## src/rtl/sclk_edge_rx.sv

```systemverilog
// Brings a slow/asynchronous level (divided sclk, pushbutton) into the clk domain as a clean level.
// Latency: SYNC_STAGES + DEBOUNCE_CYCLES clk edges from input change to level/strobe update.
// No backpressure: free-running receiver, strobes are single-cycle and must be consumed when seen.
module sclk_edge_rx #(
   parameter int SYNC_STAGES     = 2,
   parameter int DEBOUNCE_CYCLES = 4,
   parameter int CNT_WIDTH       = 8
) (
   input  logic                 clk,
   input  logic                 rst,
   input  logic                 sig_in,
   input  logic                 cnt_clr,
   output logic                 level,
   output logic                 rise,
   output logic                 fall,
   output logic [CNT_WIDTH-1:0] edge_count
);

   localparam int CW = $clog2(DEBOUNCE_CYCLES) + 1;
   localparam logic [CW-1:0] CNT_LAST = CW'(DEBOUNCE_CYCLES - 1);

   localparam logic [1:0] ST_LOW      = 2'd0;
   localparam logic [1:0] ST_RISE_CHK = 2'd1;
   localparam logic [1:0] ST_HIGH     = 2'd2;
   localparam logic [1:0] ST_FALL_CHK = 2'd3;

   logic [SYNC_STAGES-1:0] sync_q, sync_d;
   logic [1:0]             state_q, state_d;
   logic [CW-1:0]          cnt_q, cnt_d;
   logic                   level_q, level_d;
   logic                   rise_q, rise_d;
   logic                   fall_q, fall_d;
   logic [CNT_WIDTH-1:0]   edge_count_q, edge_count_d;
   logic                   s;
   logic                   accept_rise;

   // Only the last synchronizer stage is allowed to reach the debounce logic.
   assign s = sync_q[SYNC_STAGES-1];

   // Shift the raw input through the synchronizer chain.
   always_comb begin
      sync_d = {sync_q[SYNC_STAGES-2:0], sig_in};
   end

   // Debounce FSM: a new value must be seen on DEBOUNCE_CYCLES consecutive edges to be accepted.
   always_comb begin
      state_d     = state_q;
      cnt_d       = cnt_q;
      level_d     = level_q;
      rise_d      = 1'b0;
      fall_d      = 1'b0;
      accept_rise = 1'b0;
      case (state_q)
         ST_LOW: begin
            if (s) begin
               state_d = ST_RISE_CHK;
               cnt_d   = CW'(1);
            end
         end
         ST_RISE_CHK: begin
            if (!s) begin
               state_d = ST_LOW;
               cnt_d   = '0;
            end else if (cnt_q == CNT_LAST) begin
               state_d     = ST_HIGH;
               level_d     = 1'b1;
               rise_d      = 1'b1;
               accept_rise = 1'b1;
               cnt_d       = '0;
            end else begin
               cnt_d = cnt_q + CW'(1);
            end
         end
         ST_HIGH: begin
            if (!s) begin
               state_d = ST_FALL_CHK;
               cnt_d   = CW'(1);
            end
         end
         ST_FALL_CHK: begin
            if (s) begin
               state_d = ST_HIGH;
               cnt_d   = '0;
            end else if (cnt_q == CNT_LAST) begin
               state_d = ST_LOW;
               level_d = 1'b0;
               fall_d  = 1'b1;
               cnt_d   = '0;
            end else begin
               cnt_d = cnt_q + CW'(1);
            end
         end
         default: begin
            state_d = ST_LOW;
            cnt_d   = '0;
            level_d = 1'b0;
         end
      endcase
   end

   // Edge counter: clear takes effect first so a coincident rise leaves the count at 1.
   always_comb begin
      edge_count_d = edge_count_q;
      if (cnt_clr) begin
         edge_count_d = '0;
      end
      if (accept_rise) begin
         edge_count_d = edge_count_d + CNT_WIDTH'(1);
      end
   end

   // State registers; async reset drives every output to 0 immediately.
   always_ff @(posedge clk or posedge rst) begin
      if (rst) begin
         sync_q       <= '0;
         state_q      <= ST_LOW;
         cnt_q        <= '0;
         level_q      <= 1'b0;
         rise_q       <= 1'b0;
         fall_q       <= 1'b0;
         edge_count_q <= '0;
      end else begin
         sync_q       <= sync_d;
         state_q      <= state_d;
         cnt_q        <= cnt_d;
         level_q      <= level_d;
         rise_q       <= rise_d;
         fall_q       <= fall_d;
         edge_count_q <= edge_count_d;
      end
   end

   assign level      = level_q;
   assign rise       = rise_q;
   assign fall       = fall_q;
   assign edge_count = edge_count_q;

endmodule
```

## config.mk

```make
export PLATFORM = sky130hd
export DESIGN_NAME = sclk_edge_rx
export DESIGN_NICKNAME = d
export VERILOG_FILES = /design/src/rtl/sclk_edge_rx.sv
export SDC_FILE = /design/constraint.sdc
export NUM_CORES = 1
export LEC_CHECK = 0
export ABC_AREA = 0
export BUFFER_PORTS_ARGS = -buffer_cell sky130_fd_sc_hd__buf_2
export CAP_MARGIN = 20
export CORE_MARGIN = 2
export CORE_UTILIZATION = 56
export DETAILED_ROUTE_END_ITERATION = 16
export PLACE_DENSITY = 0.8
export SYNTH_ARGS = -nofsm -noshare
export SYNTH_HDL_FRONTEND = slang
export SYNTH_SLANG_ARGS = --single-unit
```

## constraint.sdc

```tcl
create_clock -name clk -period 4.08 [get_ports clk]
set_clock_uncertainty 0.1 [all_clocks]
set_input_delay 0.408 -clock clk [delete_from_list [all_inputs] [get_ports clk]]
set_output_delay 0.408 -clock clk [all_outputs]
set_load 0.01 [all_outputs]
```

==> results.yml, run 1 <==
sta:
  period_share_pct: 44.7
  rsz0062_at_grt: "false"
  setup_viol: 0
  setup_slack_ns: 2.26
  finalSetupTns_ns: 0
  finalCriticalPeriod_ns: 1.82
  max_slew_margin_pct: 57.2
  fmax_mhz: 549
  timing_hold_violations_final: 0
  drv_slew: 0
  worst_pin_slew_ns: 0.642
synthesis:
  synth.distinct_cells: 30
  synthFlopType: "dfrtp_1"
  synth_area_leaders: "dfrtp_1 54%, a21oi_1 3.6%, o31ai_1 3.6%"
  mappedNetlistNets: 80
  ys_ff_latch: 18
  syn_area_um2: 831
  synth.yosys.seq_area_share_pct: 54.2
  avgSynthCellArea_um2: 11.2
  yosys_warnings: 0
  synth_top_area_share_pct: 54.2
  synthArstFlopShare_pct: 100
  yosysTopAreaCell: "dfrtp_1"
  synth_cells: 74
  synth_edf_count: 0
routing:
  wl_met3_um: 66
  firstDrtPassIters: 4
  vias: 603
  drt_iter0_drc: 14
  antenna_left: 0
  top_layer: "met4"
  wl_per_cell_um: 13.8
  routed_wirelength_um: 1430
  dr_wl_met2_um: 706
  wl_met1_um: 649
  vias_per_cell: 5.80
  drc: 0
run_status:
  outcome: "finished clean"
min_path:
  hp-class: "in -> async"
placed_design:
  hpwl_um: 1050
  routabilityCongestion: 0.742
  port_buffers: 14
  dp.cells: 100
  place_ws_ns: 2.14
clocking:
  clk_latency_ns: 0.29
  clk_pin_slew_ns: 0.10
  cts_tree: "yes"
  cts_buffer_depth: 2
  cts_resized: 0
  cts_hold_buffers: 0
  clockRootBuffer: "clkbuf_4"
  cts_sinks: 18
  h-tree-depth: 1
  cts_setup_buffers: 0
  cts-buffers-inserted: 3
critical_path:
  crit_arrival_ns: 1.91
  reg2reg_depth: 4
  path_class: "reg -> reg"
  rr_startpoint: "cnt_q[0]$_DFFE_PP0P_"
  crit_fanout: 15
  r2r_slack_ns: 2.26
  critPathRequiredTime_ns: 4.17
  cp-end-kind: "flip-flop"
  r2r-end: "edge_count[1]$_DFF_PP0_"
  cp-start-kind: "flip-flop"
floorplan:
  initial_core_util_pct: 61.5
  dieWidth_um: 42.5
  die-area_um2: 1810
  fp.dieH_um: 42.5
  num_rows: 13
  coreArea_um2: 1350
  io_pins: 15
grt:
  grt_pass1_vias: 562
  grt_use_total_pct: 19.5
  grt_pass1_wl_um: 2570
  gr-total-overflow: 0
  antenna_found_initial: 0
  grt_start_max_net_pins: 19
job:
  maxCapViolCount: 0
pwr:
  power_density_nw_per_um2: 443
  ir_drop_mv: 0.245
  power_leakage_nw: 0.432
cells_and_area:
  insertedDiodeCount: 0
  postLayoutCoreUtil_pct: 69.3
  area_delta_synth_final_pct: 12.7
  stdcell_count: 104
  drive_gt1_share_pct: 27.0
  mostFrequentLayoutCell: "dfrtp_1"
  layout_common_cells: "18 x dfrtp_1, 14 x buf_2, 6 x a21oi_1, 6 x inv_1"
  final_nets: 96
-- flip-flops by register name, summed over array words and instances, names as in the netlist, named ones only --
signal	flops
state_q	1
fall	1
rise	1
edge_count	8
sync_q	2
level	1
cnt_q	3
-- cell usage after synthesis (all sizes together) (2+ instances only) --
master,instances
a21oi,6
ha,2
o31ai,4
nand3b,2
nor2,3
buf,2
dfrtp,18
o21ai,3
xor2,2
mux2,3
nand3,2
or4,4
nand2,2
nor3b,2
inv,6
nor2b,3
-- how the worst max path moves through the flow --
stage | start | to | depth (start not counted)
global route | cnt_q[0]$_DFFE_PP0P_ | edge_count[1]$_DFF_PP0_ | 4
floorplan | cnt_clr | edge_count[4]$_DFF_PP0_ | 6
finish | cnt_q[0]$_DFFE_PP0P_ | edge_count[1]$_DFF_PP0_ | 4
global placement | cnt_clr | edge_count[6]$_DFF_PP0_ | 6
detailed placement | cnt_clr | edge_count[6]$_DFF_PP0_ | 6
CTS | cnt_q[0]$_DFFE_PP0P_ | edge_count[1]$_DFF_PP0_ | 4
-- per-stage QoR --
stage               power [mW]  hold WS (ns)  area [µm²]
global route             0.444        0.0894         936
global placement         0.303         0.237         900
detailed placement       0.309         0.240         900
finish                   0.415        0.0808         936
CTS                      0.419        0.0972         936
floorplan                0.291         0.231         831
-- layout make-up --
type,instances,area [µm²]
inverter,6,22.5
timing repair buffer,14,70.1
clock buffer,4,36.3
sequential,18,450
tap,15,18.8
multi-input combinational,47,338
fill,101,414
-- kinds of logic after synthesis --
family                   Yosys count  synth area share, %
AO/OA/AOI/OAI                     15                 10.8
XOR/XNOR                           3                 3.16
adder cells (fa/ha/maj)            2                 3.01
buffers and inverters              9                 5.12
flip-flops                        18                 54.2
multiplexers                       3                 4.07
AND/OR/NAND/NOR                   24                 19.6
-- per-layer routing --
| layer | GRT usage, % | up-vias |
|---|---|---|
| met2 | 31.1 | 20 |
| met5 | 0 | - |
| li1 | - | 297 |
| met3 | 2.59 | 2 |
| met1 | 25.2 | 284 |
| met4 | 11.3 | 0 |
-- critical path, cell delays in order (launching register included) --
cell and delay [ns]:
dfrtp_1 0.39, ha_1 0.22, nand3b_2 0.26, nor3b_2 0.37, mux2_2 0.37
-- power breakdown --
group          internal (mW)  switching, mW  leakage [nW]
Sequential             0.201         0.0262         0.234
Clock                 0.0544         0.0559        0.0210
Combinational         0.0369         0.0406         0.177
Note: power is estimated with default switching activity, not from simulation.
==> inputs of run 2 (changes only) <==
--- a/config.mk
+++ b/config.mk
@@ -5,13 +5,13 @@
 export SDC_FILE = /design/constraint.sdc
 export NUM_CORES = 1
 export LEC_CHECK = 0
-export ABC_AREA = 0
+export ABC_AREA = 1
 export BUFFER_PORTS_ARGS = -buffer_cell sky130_fd_sc_hd__buf_2
 export CAP_MARGIN = 20
 export CORE_MARGIN = 2
-export CORE_UTILIZATION = 56
+export CORE_UTILIZATION = 47
 export DETAILED_ROUTE_END_ITERATION = 16
-export PLACE_DENSITY = 0.8
+export PLACE_DENSITY = 0.72
 export SYNTH_ARGS = -nofsm -noshare
 export SYNTH_HDL_FRONTEND = slang
 export SYNTH_SLANG_ARGS = --single-unit
==> constraint.sdc (replaced) <==
create_clock -name clk -period 1.5 [get_ports clk]
set_clock_uncertainty 0.1 [all_clocks]
set_input_delay 0.15 -clock clk [delete_from_list [all_inputs] [get_ports clk]]
set_output_delay 0.15 -clock clk [all_outputs]
set_load 0.01 [all_outputs]
==> results.yml, run 2 <==
sta:
  drv_slew: 0
  finalSetupTns_ns: 0
  setup_slack_ns: 0.129
  setup_viol: 0
  period_share_pct: 91.4
  worst_pin_slew_ns: 0.322
  timing_hold_violations_final: 0
  finalCriticalPeriod_ns: 1.37
  fmax_mhz: 729
  max_slew_margin_pct: 78.4
  rsz0062_at_grt: "false"
critical_path:
  critPathRequiredTime_ns: 1.62
  endpoint: "edge_count[0]$_DFF_PP0_"
  r2r_slack_ns: 0.13
  cp-start-kind: "flip-flop"
  crit_fanout: 6
  crit_arrival_ns: 1.50
  path_class: "reg -> reg"
  cp-end-kind: "flip-flop"
  r2r-end: "edge_count[0]$_DFF_PP0_"
  reg2reg_depth: 5
  startpoint: "cnt_q[0]$_DFFE_PP0P_"
  rr_startpoint: "cnt_q[0]$_DFFE_PP0P_"
synthesis:
  synth_cells: 93
  synth_top_area_share_pct: 54.5
  synthArstFlopShare_pct: 100
  avgSynthCellArea_um2: 8.88
  mappedNetlistNets: 99
  ys_ff_latch: 18
  yosys_warnings: 0
  yosysMostFrequentCell: "nand2_1"
  synth_area_leaders: "dfrtp_1 55%, nand2_1 11%, inv_1 6.8%"
  synthFlopType: "dfrtp_1"
  yosysTopAreaCell: "dfrtp_1"
  synth.yosys.seq_area_share_pct: 54.5
  syn_area_um2: 826
  synth.distinct_cells: 17
  yosys-top-cells-count: "24 x nand2_1, 18 x dfrtp_1, 15 x inv_1"
  synth_edf_count: 0
routing:
  vias_per_cell: 4.86
  wl_per_cell_um: 10.5
  routed_wirelength_um: 1390
  firstDrtPassIters: 6
  drt_iter0_drc: 14
  vias: 646
  antenna_left: 0
  drc: 0
pwr:
  power_density_nw_per_um2: 1170
  power_leakage_nw: 0.532
  ir_drop_mv: 1.00
cells_and_area:
  layout_common_cells: "24 x nand2_1, 18 x dfrtp_1, 15 x inv_1"
  area_delta_synth_final_pct: 20.9
  drive_gt1_share_pct: 24.1
  postLayoutCoreUtil_pct: 59.1
  fillers: 147
  insertedDiodeCount: 0
  fin_area_um2: 998
  mostFrequentLayoutCell: "nand2_1"
  largest_reg_flops: 8
  final_nets: 123
job:
  maxCapViolCount: 0
clocking:
  cts_tree: "yes"
  clk_latency_ns: 0.28
  clockRootBuffer: "clkbuf_4"
  cts-buffers-inserted: 3
  cts_buffer_depth: 2
  h-tree-depth: 1
  cts_sinks: 18
  clk_pin_slew_ns: 0.11
floorplan:
  die-area_um2: 2110
  coreArea_um2: 1690
  dieWidth_um: 45.9
  initial_core_util_pct: 48.9
  num_rows: 15
  io_pins: 15
  fp.dieH_um: 45.9
grt:
  grt_pass1_vias: 507
  antenna_found_initial: 0
  grt_start_max_net_pins: 19
  grt_pass1_wl_um: 2140
  grt_use_total_pct: 14.0
  gr-total-overflow: 0
run_status:
  outcome: "finished clean"
placed_design:
  place_ws_ns: 0.0400
  dpl_cell_area_um2: 913
  port_buffers: 14
  hpwl_um: 961
  routabilityCongestion: 0.772
min_path:
  hp-class: "in -> reg"
-- run 2: final cells by class --
type	instances	area [µm²]	share of cell area [%]
Sequential cell	18	450	45.1
Multi-Input combinational cell	59	318	31.8
Timing Repair Buffer	19	113	11.3
Inverter	16	60.1	6.02
Clock buffer	4	36.3	3.63
Tap cell	17	21.3	2.13
-- run 2: through the flow --
step | hold slack [ns] | cells | total power [mW]
6_report | 0.116 | 133 | 1.17
5_1_grt | 0.126 | 133 | 1.26
4_1_cts | 0.0934 | 130 | 1.16
3_5_place_dp | 0.0778 | 124 | 0.862
3_3_place_gp | 0.0741 | 124 | 0.850
2_1_floorplan | -0.0114 | 93 | 0.798
-- run 2: cells by family (layout without fill, tap and decap cells) --
group,count (synthesis),after routing,share of synthesized area (%)
buffers and inverters,17,39,8.64
AOI/OAI and AO/OA,5,5,3.03
DFF,18,18,54.5
xor gates and xnor gates,4,4,4.24
and+or+nand+nor,47,48,26.5
adders and majority gates,2,2,3.03
-- run 2: repair_timing --
| action | CTS | global route |
|---|---|---|
| hold buffers | 2 | 0 |
| setup endpoints to repair | 0 | 6 |
| setup buffers | 0 | 2 |
| hold endpoints to repair | 19 | 0 |
| gates resized for setup | 0 | 3 |
-- run 2: worst min-delay path by stage --
stage / from / to / depth (start not counted)
after floorplan: rst / async pin / 1
after global placement: rst / rise$_DFF_PP0_ / 3
after detailed placement: rst / edge_count[7]$_DFF_PP0_ / 3
after CTS: cnt_clr / edge_count[5]$_DFF_PP0_ / 4
after global routing: cnt_clr / edge_count[5]$_DFF_PP0_ / 4
final: cnt_clr / edge_count[5]$_DFF_PP0_ / 4
-- run 2: power breakdown --
group          switching, mW  internal (mW)  total (mW)
registers             0.0570          0.558       0.615
logic                  0.149          0.108       0.256
clock network          0.151          0.148       0.299
total                  0.357          0.814        1.17
-- run 2: routing by layer --
| layer | GRT usage, % | up-vias | wire (µm) |
|---|---|---|---|
| met5 | 0 | - | 0 |
| met4 | 6.86 | 0 | 16 |
| met3 | 2.38 | 2 | 39 |
| met2 | 18.3 | 11 | 585 |
| met1 | 22.0 | 299 | 752 |
| li1 | - | 334 | - |
-- run 2: worst max-delay path, cell delays in order (launching register included) --
cell,delay (ns)
dfrtp_1,0.38
ha_2,0.22
nand3_4,0.12
nor2_4,0.19
buf_4,0.16
xor2_1,0.14
==> inputs of run 3 (changes only) <==
--- a/config.mk
+++ b/config.mk
@@ -10,8 +10,9 @@
 export CAP_MARGIN = 20
 export CORE_MARGIN = 2
 export CORE_UTILIZATION = 47
+export CTS_CLUSTER_SIZE = 16
 export DETAILED_ROUTE_END_ITERATION = 16
-export PLACE_DENSITY = 0.72
+export PLACE_DENSITY = 0.75
 export SYNTH_ARGS = -nofsm -noshare
 export SYNTH_HDL_FRONTEND = slang
 export SYNTH_SLANG_ARGS = --single-unit
==> results.yml, run 3 (synthesis results as in run 2) <==
floorplan:
  dieWidth_um: 45.9
  io_pins: 15
  fp.dieH_um: 45.9
  initial_core_util_pct: 48.9
  die-area_um2: 2110
  num_rows: 15
  coreArea_um2: 1690
grt:
  antenna_found_initial: 0
  grt_start_max_net_pins: 13
  grt_pass1_wl_um: 2260
  grt_pass1_vias: 542
  grt_use_total_pct: 15.5
  gr-total-overflow: 0
placed_design:
  port_buffers: 14
  routabilityCongestion: 0.875
  hpwl_um: 1030
clocking:
  h-tree-depth: 1
  clk_latency_ns: 0.29
  clockRootBuffer: "clkbuf_4"
  cts_buffer_depth: 2
  cts-buffers-inserted: 3
  cts_tree: "yes"
  clk_pin_slew_ns: 0.10
  cts_sinks: 18
  cts_setup_buffers: 0
critical_path:
  cpMostUsedCell: "nand2_1"
  startpoint: "edge_count[0]$_DFF_PP0_"
  max_stage_delay_ns: 0.38
  crit_fanout: 3
  r2r-end: "edge_count[4]$_DFF_PP0_"
  crit_arrival_ns: 1.47
  cp-start-kind: "flip-flop"
  reg2reg_depth: 7
  worstPathCellList: "inv_1, nor2_2, ha_1, nand2_1, nor2_4, nand2_1, xor2_1"
  cpMaxStageDelayCell: "dfrtp_1"
  critPathRequiredTime_ns: 1.59
  rr_startpoint: "edge_count[0]$_DFF_PP0_"
  r2r_slack_ns: 0.12
  path_buf_inv: 1
  path_delay_family: "simple AND/OR/NAND/NOR gates"
  cp-end-kind: "flip-flop"
  path_class: "reg -> reg"
sta:
  drv_slew: 0
  timing_hold_violations_final: 0
  whs_ns: 0.125
  fmax_mhz: 726
  max_slew_margin_pct: 76.8
  finalSetupTns_ns: 0
  setup_viol: 0
  finalCriticalPeriod_ns: 1.38
  period_share_pct: 91.9
  rsz0062_at_grt: "false"
  worst_pin_slew_ns: 0.347
pwr:
  ir_drop_mv: 0.990
  power_density_nw_per_um2: 1170
  power_leakage_nw: 0.533
cells_and_area:
  insertedDiodeCount: 0
  drive_gt1_share_pct: 24.1
  mostFrequentLayoutCell: "nand2_1"
  layout_common_cells: "24 x nand2_1, 18 x dfrtp_1, 15 x inv_1"
  final_nets: 123
  area_delta_synth_final_pct: 23.3
  largest_reg_flops: 8
routing:
  firstDrtPassIters: 4
  vias_per_cell: 4.98
  drc: 0
  vias: 662
  routed_wirelength_um: 1420
  antenna_left: 0
  wl_per_cell_um: 10.6
  drt_iter0_drc: 12
min_path:
  min_to: "edge_count[5]$_DFF_PP0_"
  worstHoldPathCells: 4
  hp-class: "in -> reg"
  min_from: "cnt_clr"
run_status:
  outcome: "finished clean"
job:
  maxCapViolCount: 0
[run 3: worst max-delay path by stage]
| stage | cells after the start | to | slack, ns |
|---|---|---|---|
| CTS | 7 | edge_count[4]$_DFF_PP0_ | 0.03 |
| finish | 7 | edge_count[4]$_DFF_PP0_ | 0.12 |
| floorplan | 7 | edge_count[4]$_DFF_PP0_ | 0.11 |
| detailed placement | 7 | edge_count[4]$_DFF_PP0_ | 0.05 |
| global route | 7 | edge_count[4]$_DFF_PP0_ | 0.005 |
| global placement | 7 | edge_count[4]$_DFF_PP0_ | 0.09 |
[run 3: layout make-up]
cell class                 instances  area, µm²
clock buffer                       4       36.3
inverter                          16       60.1
fill                             147        671
sequential                        18        450
timing repair buffer              19        113
multi-input combinational         59        338
tap                               17       21.3
[run 3: power by group]
| part | internal, mW | switching [mW] |
|---|---|---|
| registers | 0.558 | 0.0688 |
| clock network | 0.148 | 0.147 |
| logic | 0.120 | 0.152 |
[run 3: tightest hold or removal path: stages]
cell and delay [ns]:
buf_2 0.13, nor2_1 0.08, nand2_1 0.07, nand2_1 0.05
[run 3: per-stage QoR]
| stage | instances | utilization, % | power (mW) | cell area [µm²] | setup slack [ns] |
|---|---|---|---|---|---|
| after floorplan | 93 | - | 0.798 | 826 | 0.114 |
| after global placement | 126 | 55.0 | 0.856 | 928 | 0.0888 |
| after detailed placement | 126 | 55.0 | 0.865 | 928 | 0.0466 |
| after CTS | 132 | 58.3 | 1.17 | 985 | 0.0253 |
| after global routing | 133 | 60.3 | 1.29 | 1020 | 0.00522 |
| final | 133 | 60.3 | 1.19 | 1020 | 0.122 |
[run 3: timing repair]
item | 4_1_cts | 5_1_grt
resized for setup | 0 | 6
endpoints found under the setup margin | 0 | 8
endpoints found under the hold margin | 9 | 0
hold buffers | 2 | 0
[run 3: metal layers]
| layer | GRT usage, % | share of wire (%) | up-vias |
|---|---|---|---|
| met4 | 8.57 | 1.9 | 0 |
| met5 | 0 | 0 | - |
| met3 | 3.57 | 3.6 | 4 |
| li1 | - | - | 335 |
| met1 | 22.1 | 46 | 307 |
| met2 | 21.4 | 48 | 16 |
